`src/rtl/window_ctrl_l1.sv`:
```
// window_ctrl_l1: sequencing controller for the layer-1 sliding-window datapath.
// Accepts one frame of channel-interleaved pixel words, drives shift_en to the
// row delay lines and tags each cycle where the KxKxCH window is complete and
// does not straddle a row boundary.
//
// Ports:
//   clk, rst        clock, synchronous active-high reset
//   start           begin a frame (only honoured in IDLE)
//   in_valid        stream word present
//   in_ready        word accepted this cycle when in_valid is also high
//   out_ready       conv engine backpressure; low freezes stream and counters
//   shift_en        advance delay lines / window registers by one word
//   out_valid       window ready at (out_row, out_col, out_ch)
//   out_row/col/ch  window top row, left column, channel
//   busy            frame in progress (RUN or DONE)
//   frame_done      one-cycle pulse after the last word is accepted
module window_ctrl_l1 #(
  parameter int IMG_W = 200,
  parameter int IMG_H = 200,
  parameter int K     = 3,
  parameter int CH    = 6
) (
  input  logic                     clk,
  input  logic                     rst,
  input  logic                     start,
  input  logic                     in_valid,
  output logic                     in_ready,
  input  logic                     out_ready,
  output logic                     shift_en,
  output logic                     out_valid,
  output logic [$clog2(IMG_H)-1:0] out_row,
  output logic [$clog2(IMG_W)-1:0] out_col,
  output logic [$clog2(CH)-1:0]    out_ch,
  output logic                     busy,
  output logic                     frame_done
);

  localparam int RW = $clog2(IMG_H);
  localparam int CW = $clog2(IMG_W);
  localparam int HW = $clog2(CH);

  localparam logic [RW-1:0] ROW_LAST = RW'(IMG_H - 1);
  localparam logic [CW-1:0] COL_LAST = CW'(IMG_W - 1);
  localparam logic [HW-1:0] CH_LAST  = HW'(CH - 1);
  localparam logic [RW-1:0] ROW_OFS  = RW'(K - 1);
  localparam logic [CW-1:0] COL_OFS  = CW'(K - 1);

  typedef enum logic [1:0] {IDLE, RUN, DONE} state_t;

  state_t        state, state_nxt;
  logic [RW-1:0] row_cnt;
  logic [CW-1:0] col_cnt;
  logic [HW-1:0] ch_cnt;
  logic          accept;
  logic          last_word;
  logic          qualify;

  assign in_ready   = (state == RUN) & out_ready;
  assign accept     = in_valid & in_ready;
  assign shift_en   = accept;
  assign busy       = (state != IDLE);
  assign frame_done = (state == DONE);

  assign last_word = (row_cnt == ROW_LAST) & (col_cnt == COL_LAST) & (ch_cnt == CH_LAST);
  // Columns 0..K-2 hold a window that wraps across the previous row's tail.
  assign qualify   = (row_cnt >= ROW_OFS) & (col_cnt >= COL_OFS);

  always_ff @(posedge clk) begin
    if (rst) state <= IDLE;
    else     state <= state_nxt;
  end

  always_comb begin
    state_nxt = state;
    case (state)
      IDLE:    if (start) state_nxt = RUN;
      RUN:     if (accept && last_word) state_nxt = DONE;
      DONE:    state_nxt = IDLE;
      default: state_nxt = IDLE;
    endcase
  end

  // Position of the word currently presented on the stream.
  always_ff @(posedge clk) begin
    if (rst || (state == IDLE && start)) begin
      row_cnt <= '0;
      col_cnt <= '0;
      ch_cnt  <= '0;
    end else if (accept) begin
      if (ch_cnt == CH_LAST) begin
        ch_cnt <= '0;
        if (col_cnt == COL_LAST) begin
          col_cnt <= '0;
          row_cnt <= row_cnt + RW'(1);
        end else begin
          col_cnt <= col_cnt + CW'(1);
        end
      end else begin
        ch_cnt <= ch_cnt + HW'(1);
      end
    end
  end

  // A qualifying accept implies out_ready=1, so a held window is never
  // overwritten while the engine stalls.
  always_ff @(posedge clk) begin
    if (rst) begin
      out_valid <= 1'b0;
      out_row   <= '0;
      out_col   <= '0;
      out_ch    <= '0;
    end else if (accept && qualify) begin
      out_valid <= 1'b1;
      out_row   <= row_cnt - ROW_OFS;
      out_col   <= col_cnt - COL_OFS;
      out_ch    <= ch_cnt;
    end else if (out_ready) begin
      out_valid <= 1'b0;
    end
  end

endmodule
```
`config.mk`:
```
export PLATFORM = sky130hd
export DESIGN_NAME = window_ctrl_l1
export DESIGN_NICKNAME = d
export VERILOG_FILES = /design/src/rtl/window_ctrl_l1.sv
export SDC_FILE = /design/constraint.sdc
export NUM_CORES = 1
export LEC_CHECK = 0
export ABC_CLOCK_PERIOD_IN_PS = 6700
export CORE_UTILIZATION = 40
export CTS_BUF_LIST = sky130_fd_sc_hd__clkbuf_8 sky130_fd_sc_hd__clkbuf_16
export CTS_CLUSTER_SIZE = 20
export DETAILED_ROUTE_END_ITERATION = 12
export HOLD_SLACK_MARGIN = 0.06
export SYNTH_ARGS = -nofsm -noshare
export SYNTH_HDL_FRONTEND = slang
export SYNTH_SLANG_ARGS = --single-unit
```
`constraint.sdc`:
```
create_clock -name clk -period 6.7 [get_ports clk]
set_input_delay 1.34 -clock clk [delete_from_list [all_inputs] [get_ports clk]]
set_output_delay 1.34 -clock clk [all_outputs]
set_load 0.01 [all_outputs]
```
==> results of run 1 <==
[stage by stage]
step                      util (%)  cell area [um2]  hold slack, ns  std cells  power [uW]
after detailed placement      48.1             2300           0.471        319         265
after global placement        48.1             2300           0.470        319         265
after CTS                     49.9             2390           0.487        326         431
final                         49.9             2390           0.483        326         426
after global routing          49.9             2390           0.502        326         442
after floorplan                  -             2000           0.470        238         258
[critical path, delay by kind of cell]
family	cells	cell delay [ns]
buf+inv	3	1.37
simple gates	1	0.47
[flip-flops by register name, summed over array words and instances, names as in the netlist]
register	count
out_ch	3
row_cnt	8
col_cnt	8
out_valid	1
ch_cnt	3
state	2
out_row	8
out_col	8
[final timing paths]
kind / to / depth (start not counted)
max: shift_en / 4
max reg2reg: row_cnt[5] / 4
min reg2reg: out_ch[2] / 2
min: out_ch[2] / 2
[layer usage]
metal  share of wire [%]  up-vias
met2                  44       51
met5                   0        -
met1                  49      802
met3                 5.8        8
met4                 1.4        0
li1                    -      895
[area by class of cell]
class | instances | area [um2] | share of cell area, %
clock buffers | 6 | 82.6 | 3.46
clock inverters | 1 | 7.51 | 0.314
inverters | 9 | 33.8 | 1.41
multi-input cells | 173 | 1070 | 44.9
flip-flops and latches | 41 | 821 | 34.3
well taps | 67 | 83.8 | 3.51
repair buffers | 29 | 288 | 12.0
[cells in the final DEF, fill, tap and decap left out, drive strengths merged, types with 4 or more instances in the layout]
cell type      netlist  layout
ha                   8       8
nand4b               4       4
nand3               10      10
nand2               21      21
clkdlybuf4s50        0      28
o21ai               11      11
inv                  9       9
a21oi               28      28
nor4                 7       7
a211oi              14      14
dfxtp               41      41
xor2                 4       4
nor3                 7       7
clkbuf              10       6
nor2                19      19
xnor2               14      14
[power by group through the flow]
stage                     clock (uW)  combinational (uW)  sequential (uW)
final                            168                13.8              245
after global placement             0                14.0              251
after CTS                        172                14.0              245
after floorplan                    0                7.58              250
after detailed placement           0                13.9              251
after global routing             181                15.2              245
[cell families after synthesis]
logic type / Yosys count / share of synthesized area (%)
simple gates: 87 / 22.8
compound gates: 60 / 17.9
flops: 41 / 40.9
buf+inv: 24 / 5.49
xor+xnor: 18 / 7.87
fa+ha+maj: 8 / 4.99
==> flow_metrics.env, run 1 <==
export IMPL_run_status="complete, no violations"
export IMPL_worstSetupStartpoint="out_ready"
export IMPL_cp_start_kind="primary input"
export IMPL_wirelength_mm=4.57
export IMPL_min_path_type="reg2reg"
export IMPL_regToRegStartpoint="state[0]"
export IMPL_preCtsSetupSlack_ns=2.19
export IMPL_fin_crit_sh_pct=67.6
export IMPL_ys_warn_count=0
export IMPL_grt_overflow_total=0
export IMPL_synth_edf_count=0
export IMPL_power_share_switching_pct=22.3
export IMPL_syn_inst=238
export IMPL_clock_skew_ns=0.00844
export IMPL_dieArea_um2=5300
export IMPL_cts_root_buf="clkbuf_8"
export IMPL_cts_tree="yes"
export IMPL_clockBufferDepth=2
export IMPL_nFillCells=490
export IMPL_rsz0062_at_grt="false"
export IMPL_synthesis_nets=251
export IMPL_finalNetCount=272
export IMPL_antenna_cells=0
export IMPL_clk_latency_ns=0.30
export IMPL_internal_power_uw=331
export IMPL_powerDensity_nw_per_um2=178
export IMPL_async_reset_ff_share_pct=0
export IMPL_antenna_found_initial=0
export IMPL_ys_ff_latch=41
export IMPL_numPortBuffers=28
export IMPL_postCtsHoldBufs=0
export IMPL_reg2reg_setup_slack_ns=4.14
export IMPL_first_global_vias=1622
export IMPL_share_seq_of_total_power_pct=57.5
export IMPL_yosysUniqueCellTypes=40
export IMPL_setup_viol=0
export IMPL_hold_start="out_ch[2]"
export IMPL_cts_buffers_inserted=5
export IMPL_clk_pin_slew_ns=0.08
export IMPL_io_pins=29
export IMPL_grt_use_met1_pct=24.4
export IMPL_drtIter0Drc=123
export IMPL_crit_path_end_kind="output pin"
export IMPL_p_leak_uw=0.000792
export IMPL_drive_gt1_share_pct=5.02
export IMPL_drv_slew=0
export IMPL_setup_tns_ns=0
export IMPL_grt_max_degree=24
export IMPL_setup_slack_ns=2.17
export IMPL_ir_worst_vdd_mv=0.0921
export IMPL_num_rows=25
export IMPL_vias_per_cell=5.39
export IMPL_drc=0
export IMPL_avgSynthCellArea_um2=8.42
export IMPL_fp_dieH_um=72.8
export IMPL_cts_setup_buffers=0
export IMPL_cp_common_cell="clkdlybuf4s50_1"
export IMPL_maxCapViolations=0
export IMPL_ys_top_cells_by_area="dfxtp_1, a21oi_1, xnor2_1"
export IMPL_arrival_ns=3.19
export IMPL_start_util_pct=41.9
export IMPL_busiest_layer="met2"
export IMPL_fin_crit_ns=4.53
export IMPL_wire_per_inst_um=14.0
export IMPL_grt_use_met2_pct=29.3
export IMPL_dp_hpwl_mm=3.12
export IMPL_slowest_stage="clkdlybuf4s50_1"
export IMPL_slew_headroom_pct=39.8
export IMPL_coreArea_um2=4790
export IMPL_path_class="in2out"
export IMPL_yosysSeqAreaShare_pct=40.9
export IMPL_worst_slew_pin_slew_ns=0.899
export IMPL_synth_most_common_cell="dfxtp_1"
export IMPL_synth_common_cells="dfxtp_1, a21oi_1, nand2_1"
export IMPL_ctsResizeCount=0
export IMPL_syn2layout_area_growth_pct=19.2
export IMPL_yosys_area_top_type="dfxtp_1"
export IMPL_p_clk_share_pct=39.3
export IMPL_crit_chain="clkdlybuf4s50_1 > nand4b_1 > inv_1 > clkdlybuf4s50_1"
export IMPL_vias=1756
export IMPL_worstPathMaxFanout=13
export IMPL_ys_flop_type="dfxtp_1"
export IMPL_grtUsageTotal_pct=18.7
export IMPL_die_w_um=72.8
export IMPL_fmax_mhz=221
export IMPL_cts_htree_levels=2
export IMPL_finalHoldViolCount=0
export IMPL_cts_sinks=41
export IMPL_power_switching_uw=95.3
export IMPL_cp_required_ns=5.36
export IMPL_dr_pass1_iters=4
export IMPL_critPathMaxStageDelay_ns=0.57
export IMPL_use_met3_pct=5.52
export IMPL_syn_area_um2=2000
export IMPL_comb_power_share_pct=3.2
export IMPL_grt_pass1_wl_mm=7.62
export IMPL_ant_nets=0
export IMPL_finalWeightedCongestion=0.790
export IMPL_synth_top_cell_area_share_pct=40.9
Power figures use the tool's default switching activity.
==> run 2: changes to the inputs <==
--- a/config.mk
+++ b/config.mk
@@ -5,7 +5,7 @@
 export SDC_FILE = /design/constraint.sdc
 export NUM_CORES = 1
 export LEC_CHECK = 0
-export ABC_CLOCK_PERIOD_IN_PS = 6700
+export ABC_CLOCK_PERIOD_IN_PS = 4200
 export CORE_UTILIZATION = 40
 export CTS_BUF_LIST = sky130_fd_sc_hd__clkbuf_8 sky130_fd_sc_hd__clkbuf_16
 export CTS_CLUSTER_SIZE = 20
==> constraint.sdc (replaced) <==
create_clock -name clk -period 4.2 [get_ports clk]
set_input_delay 0.84 -clock clk [delete_from_list [all_inputs] [get_ports clk]]
set_output_delay 0.84 -clock clk [all_outputs]
set_load 0.01 [all_outputs]
==> run 2 against run 1 <==
  * Cell count up 0.61%
  * Total power up 74%
  * Sequential share of layout area down 0.46 points
  * Non-clock buffer count up 1
  * Worst hold slack worse by 0.0059 ns
  * Via count about the same
  * Critical path depth up 1
  * Clock skew down 0.00055 ns
  * Critical endpoint unchanged
  * Largest power group unchanged
  * Highest routed layer unchanged
==> flow_metrics.env, run 2 (synthesis gave the netlist of run 1 again) <==
export IMPL_die_w_um=72.8
export IMPL_min_path_type="reg2reg"
export IMPL_cp_start_kind="primary input"
export IMPL_wire_per_inst_um=13.8
export IMPL_finalWeightedCongestion=0.846
export IMPL_setup_slack_ns=1.05
export IMPL_fp_dieH_um=72.8
export IMPL_fmax_mhz=318
export IMPL_clk_latency_ns=0.30
export IMPL_antenna_found_initial=0
export IMPL_ctsResizeCount=0
export IMPL_dp_hpwl_mm=3.10
export IMPL_grt_overflow_total=0
export IMPL_powerDensity_nw_per_um2=305
export IMPL_critPathMaxStageDelay_ns=0.55
export IMPL_cts_htree_levels=2
export IMPL_preCtsSetupSlack_ns=1.06
export IMPL_first_global_vias=1549
export IMPL_p_leak_uw=0.000807
export IMPL_run_status="complete, no violations"
export IMPL_drv_slew=0
export IMPL_start_util_pct=41.9
export IMPL_post_dp_cell_area_um2=2310
export IMPL_crit_path_end_kind="output pin"
export IMPL_final_common_cell="dfxtp_1"
export IMPL_layout_cells_most_common_list="dfxtp_1, a21oi_1, clkdlybuf4s50_1, nand2_1, nor2_1"
export IMPL_rsz0062_at_grt="false"
export IMPL_cp_common_cell="clkdlybuf4s50_1"
export IMPL_finalNetCount=273
export IMPL_slowest_stage="clkdlybuf4s50_1"
export IMPL_coreArea_um2=4790
export IMPL_place_inst=320
export IMPL_worst_slew_pin_slew_ns=0.864
export IMPL_rr_worst_depth=4
export IMPL_ant_nets=0
export IMPL_cts_tree="yes"
export IMPL_path_depth=5
export IMPL_maxCapViolations=0
export IMPL_dr_pass1_iters=4
export IMPL_cts_sinks=41
export IMPL_antenna_cells=0
export IMPL_path_delay_family="buffers and inverters"
export IMPL_numPortBuffers=28
export IMPL_grtUsageTotal_pct=18.4
export IMPL_arrival_ns=2.31
export IMPL_cts_root_buf="clkbuf_8"
export IMPL_fin_crit_ns=3.15
export IMPL_num_rows=25
export IMPL_ir_worst_vdd_mv=0.209
export IMPL_hold_depth=2
export IMPL_setup_viol=0
export IMPL_cp_required_ns=3.36
export IMPL_clk_pin_slew_ns=0.08
export IMPL_io_pins=29
export IMPL_postCtsHoldBufs=0
export IMPL_drive_gt1_share_pct=5.75
export IMPL_vias=1755
export IMPL_design_area_um2=2420
export IMPL_cts_buffers_inserted=5
export IMPL_path_class="in2out"
export IMPL_finalHoldViolCount=0
export IMPL_wirelength_mm=4.53
export IMPL_fin_crit_sh_pct=74.9
export IMPL_nFillCells=476
export IMPL_cts_setup_buffers=0
export IMPL_worstPathMaxFanout=13
export IMPL_dieArea_um2=5300
export IMPL_slew_headroom_pct=42.2
export IMPL_setup_tns_ns=0
export IMPL_clock_skew_ns=0.00789
export IMPL_crit_chain="clkdlybuf4s50_1 > nand4b_1 > buf_4 > inv_1 > clkdlybuf4s50_1"
export IMPL_vias_per_cell=5.35
export IMPL_drc=0
export IMPL_grt_pass1_wl_mm=7.62
export IMPL_fin_cells=328
export IMPL_drtIter0Drc=77
export IMPL_clockBufferDepth=2
export IMPL_critical_path_buf_inv_count=4
export IMPL_syn2layout_area_growth_pct=20.8
export IMPL_grt_max_degree=24
-- run 2: cell count changes in the layout (fill, tap and decap cells not counted) --
cell,delta
clkinv_4,+1
clkbuf_8,-1
bufinv_16,+1
buf_4,+1
-- run 2: layout make-up --
cell class                      count  area [um2]  area share (%)
Sequential cell                    41         821            33.9
Clock buffer                        5        68.8            2.84
Multi-Input combinational cell    173        1070            44.3
Tap cell                           67        83.8            3.46
Inverter                            9        33.8            1.39
Timing Repair Buffer               30         295            12.2
Clock inverter                      3        46.3            1.91
-- run 2: report_power, final --
group | internal (uW) | switching (uW)
sequential | 389 | 1.63
clock | 178 | 149
combinational | 9.45 | 13.0
total | 577 | 163
-- run 2: worst paths after layout --
path	start	end	slack [ns]
setup reg to reg	col_cnt[3]	row_cnt[5]	1.90
setup / recovery	out_ready	shift_en	1.05
hold reg to reg	out_valid	out_valid	0.48
hold / removal	out_valid	out_valid	0.48
-- run 2: layer usage --
| layer | up-vias | wire [um] | GRT usage (%) |
|---|---|---|---|
| li1 | 886 | - | - |
| met5 | - | 0 | 0 |
| met3 | 5 | 220 | 4.70 |
| met4 | 0 | 61 | 5.88 |
| met2 | 43 | 1980 | 28.7 |
| met1 | 821 | 2270 | 25.0 |
-- run 2: worst register-to-register path, delay by kind of cell (launching register included) --
kind | cells | cell delay [ns]
AO/OA/AOI/OAI | 1 | 0.14
flip-flops | 1 | 0.41
AND/OR/NAND/NOR | 3 | 1.68
-- run 2: per-stage QoR --
stage,utilization [%],power (uW),hold WS (ns)
final,50.6,740,0.477
after CTS,50.6,752,0.480
after global placement,48.2,423,0.469
after floorplan,-,412,0.470
after global routing,50.6,767,0.505
after detailed placement,48.2,423,0.466
==> run 3: changes to the inputs <==
--- a/config.mk
+++ b/config.mk
@@ -5,7 +5,7 @@
 export SDC_FILE = /design/constraint.sdc
 export NUM_CORES = 1
 export LEC_CHECK = 0
-export ABC_CLOCK_PERIOD_IN_PS = 4200
+export ABC_CLOCK_PERIOD_IN_PS = 3000
 export CORE_UTILIZATION = 40
 export CTS_BUF_LIST = sky130_fd_sc_hd__clkbuf_8 sky130_fd_sc_hd__clkbuf_16
 export CTS_CLUSTER_SIZE = 20
==> constraint.sdc (replaced) <==
create_clock -name clk -period 3 [get_ports clk]
set_input_delay 0.6 -clock clk [delete_from_list [all_inputs] [get_ports clk]]
set_output_delay 0.6 -clock clk [all_outputs]
set_load 0.01 [all_outputs]
==> run 3 against run 2 <==
  * Wire length fell by 1.7%
  * Global-route usage fell by 0.11 points
  * Critical path depth fell by 1
  * Non-clock buffer count rose by 4
  * Setup slack got worse by 0.74 ns
  * Flip-flop and latch count did not move
  * Total power rose by 42%
  * Combinational power rose by 47%
  * Cell count rose by 1.2%
  * Critical endpoint unchanged
  * Highest routed layer unchanged
==> flow_metrics.env, run 3 (synthesis gave the netlist of run 1 again) <==
export IMPL_grt_overflow_total=0
export IMPL_place_inst=324
export IMPL_fmax_mhz=372
export IMPL_layout_cells_most_common_list="dfxtp_1, a21oi_1, clkdlybuf4s50_1, nand2_1, nor2_1"
export IMPL_vias_per_cell=5.27
export IMPL_setup_tns_ns=0
export IMPL_top_layer="met4"
export IMPL_first_global_vias=1574
export IMPL_drtIter0Drc=93
export IMPL_numPortBuffers=28
export IMPL_clockBufferDepth=2
export IMPL_finalWeightedCongestion=0.856
export IMPL_clock_skew_ns=0.00369
export IMPL_drc=0
export IMPL_fin_cells=332
export IMPL_cp_required_ns=2.40
export IMPL_drv_slew=0
export IMPL_path_class="in2out"
export IMPL_postCtsHoldBufs=0
export IMPL_setup_slack_ns=0.314
export IMPL_worst_slew_pin_slew_ns=0.709
export IMPL_fp_dieH_um=72.8
export IMPL_route_met3_wl_um=202
export IMPL_dr_pass1_iters=4
export IMPL_rsz0062_at_grt="false"
export IMPL_vias=1750
export IMPL_wire_per_inst_um=13.4
export IMPL_power_switching_uw=223
export IMPL_met2_wirelength_mm=1.95
export IMPL_arrival_ns=2.09
export IMPL_cts_setup_buffers=0
export IMPL_grtUsageTotal_pct=18.3
export IMPL_cts_buffers_inserted=5
export IMPL_cts_tree="yes"
export IMPL_p_clk_share_pct=44.9
export IMPL_start_util_pct=41.9
export IMPL_slowest_stage="clkdlybuf4s50_1"
export IMPL_grt_pass1_wl_mm=7.53
export IMPL_worstPathMaxFanout=5
export IMPL_run_status="complete, no violations"
export IMPL_p_leak_uw=0.000830
export IMPL_internal_power_uw=830
export IMPL_maxCapViolations=0
export IMPL_cts_root_buf="clkbuf_8"
export IMPL_wirelength_mm=4.45
export IMPL_share_seq_of_total_power_pct=52.0
export IMPL_syn2layout_area_growth_pct=22.6
export IMPL_cts_sinks=41
export IMPL_dieArea_um2=5300
export IMPL_io_pins=29
export IMPL_cts_htree_levels=2
export IMPL_min_path_type="reg2reg"
export IMPL_drive_gt1_share_pct=7.17
export IMPL_dp_hpwl_mm=3.01
export IMPL_finalNetCount=277
export IMPL_hold_worst_slack_ns=0.476
export IMPL_ant_nets=0
export IMPL_antenna_found_initial=0
export IMPL_preCtsSetupSlack_ns=0.229
export IMPL_clk_pin_slew_ns=0.08
export IMPL_power_share_switching_pct=21.2
export IMPL_num_rows=25
export IMPL_slew_headroom_pct=52.6
export IMPL_ctsResizeCount=0
export IMPL_setup_viol=0
export IMPL_fin_crit_sh_pct=89.5
export IMPL_die_w_um=72.8
export IMPL_fin_crit_ns=2.69
export IMPL_cp_common_cell="clkdlybuf4s50_1"
export IMPL_crit_chain="clkdlybuf4s50_1 > nand4b_1 > inv_1 > clkdlybuf4s50_1"
export IMPL_powerDensity_nw_per_um2=428
export IMPL_wl_met1_mm=2.24
export IMPL_final_common_cell="dfxtp_1"
export IMPL_critPathMaxStageDelay_ns=0.56
export IMPL_comb_power_share_pct=3.1
export IMPL_finalHoldViolCount=0
export IMPL_antenna_cells=0
export IMPL_coreArea_um2=4790
export IMPL_crit_path_end_kind="output pin"
export IMPL_grt_max_degree=24
export IMPL_ir_worst_vdd_mv=0.206
export IMPL_cp_start_kind="primary input"
export IMPL_clk_latency_ns=0.29
[run 3: cell count changes in the layout (fill, tap and decap cells not counted)]
cell and delta:
buf_4 +4, clkinv_4 -1, clkbuf_8 +1
[run 3: path summary, 6_finish.rpt]
| check | start | end | slack (ns) | cells after the start |
|---|---|---|---|---|
| setup / recovery | out_ready | shift_en | 0.31 | 4 |
| hold / removal | out_valid | out_valid | 0.48 | 2 |
| setup reg to reg | col_cnt[1] | row_cnt[5] | 0.75 | 5 |
| hold reg to reg | out_valid | out_valid | 0.48 | 2 |
[run 3: power groups by stage]
stage          Sequential [uW]  Combinational (uW)  Clock, uW
2_1_floorplan              559                16.9          0
3_3_place_gp               560                33.0          0
3_5_place_dp               560                32.8          0
4_1_cts                    547                33.3        480
5_1_grt                    548                35.7        498
6_report                   547                32.9        473
[run 3: critical path: cells and delay by family]
kind / cells / cell delay (ns)
and+or+nand+nor: 1 / 0.22
buffers and inverters: 3 / 1.26
[run 3: stage by stage]
step | util (%) | area, um2 | total power [uW]
2_1_floorplan | - | 2000 | 576
3_3_place_gp | 48.8 | 2340 | 593
3_5_place_dp | 48.8 | 2340 | 593
4_1_cts | 51.3 | 2460 | 1060
5_1_grt | 51.3 | 2460 | 1080
6_report | 51.3 | 2460 | 1050
[run 3: cell type report]
type | count | area (um2)
flip-flops and latches | 41 | 821
well taps | 67 | 83.8
fillers | 475 | 2330
inverters | 9 | 33.8
repair buffers | 34 | 325
clock inverters | 2 | 37.5
multi-input cells | 173 | 1070
clock buffers | 6 | 82.6
[run 3: routing by layer]
layer,vias to the layer above,track usage (%)
met4,0,6.54
li1,893,-
met1,807,25.0
met3,6,4.28
met5,-,0
met2,44,28.3
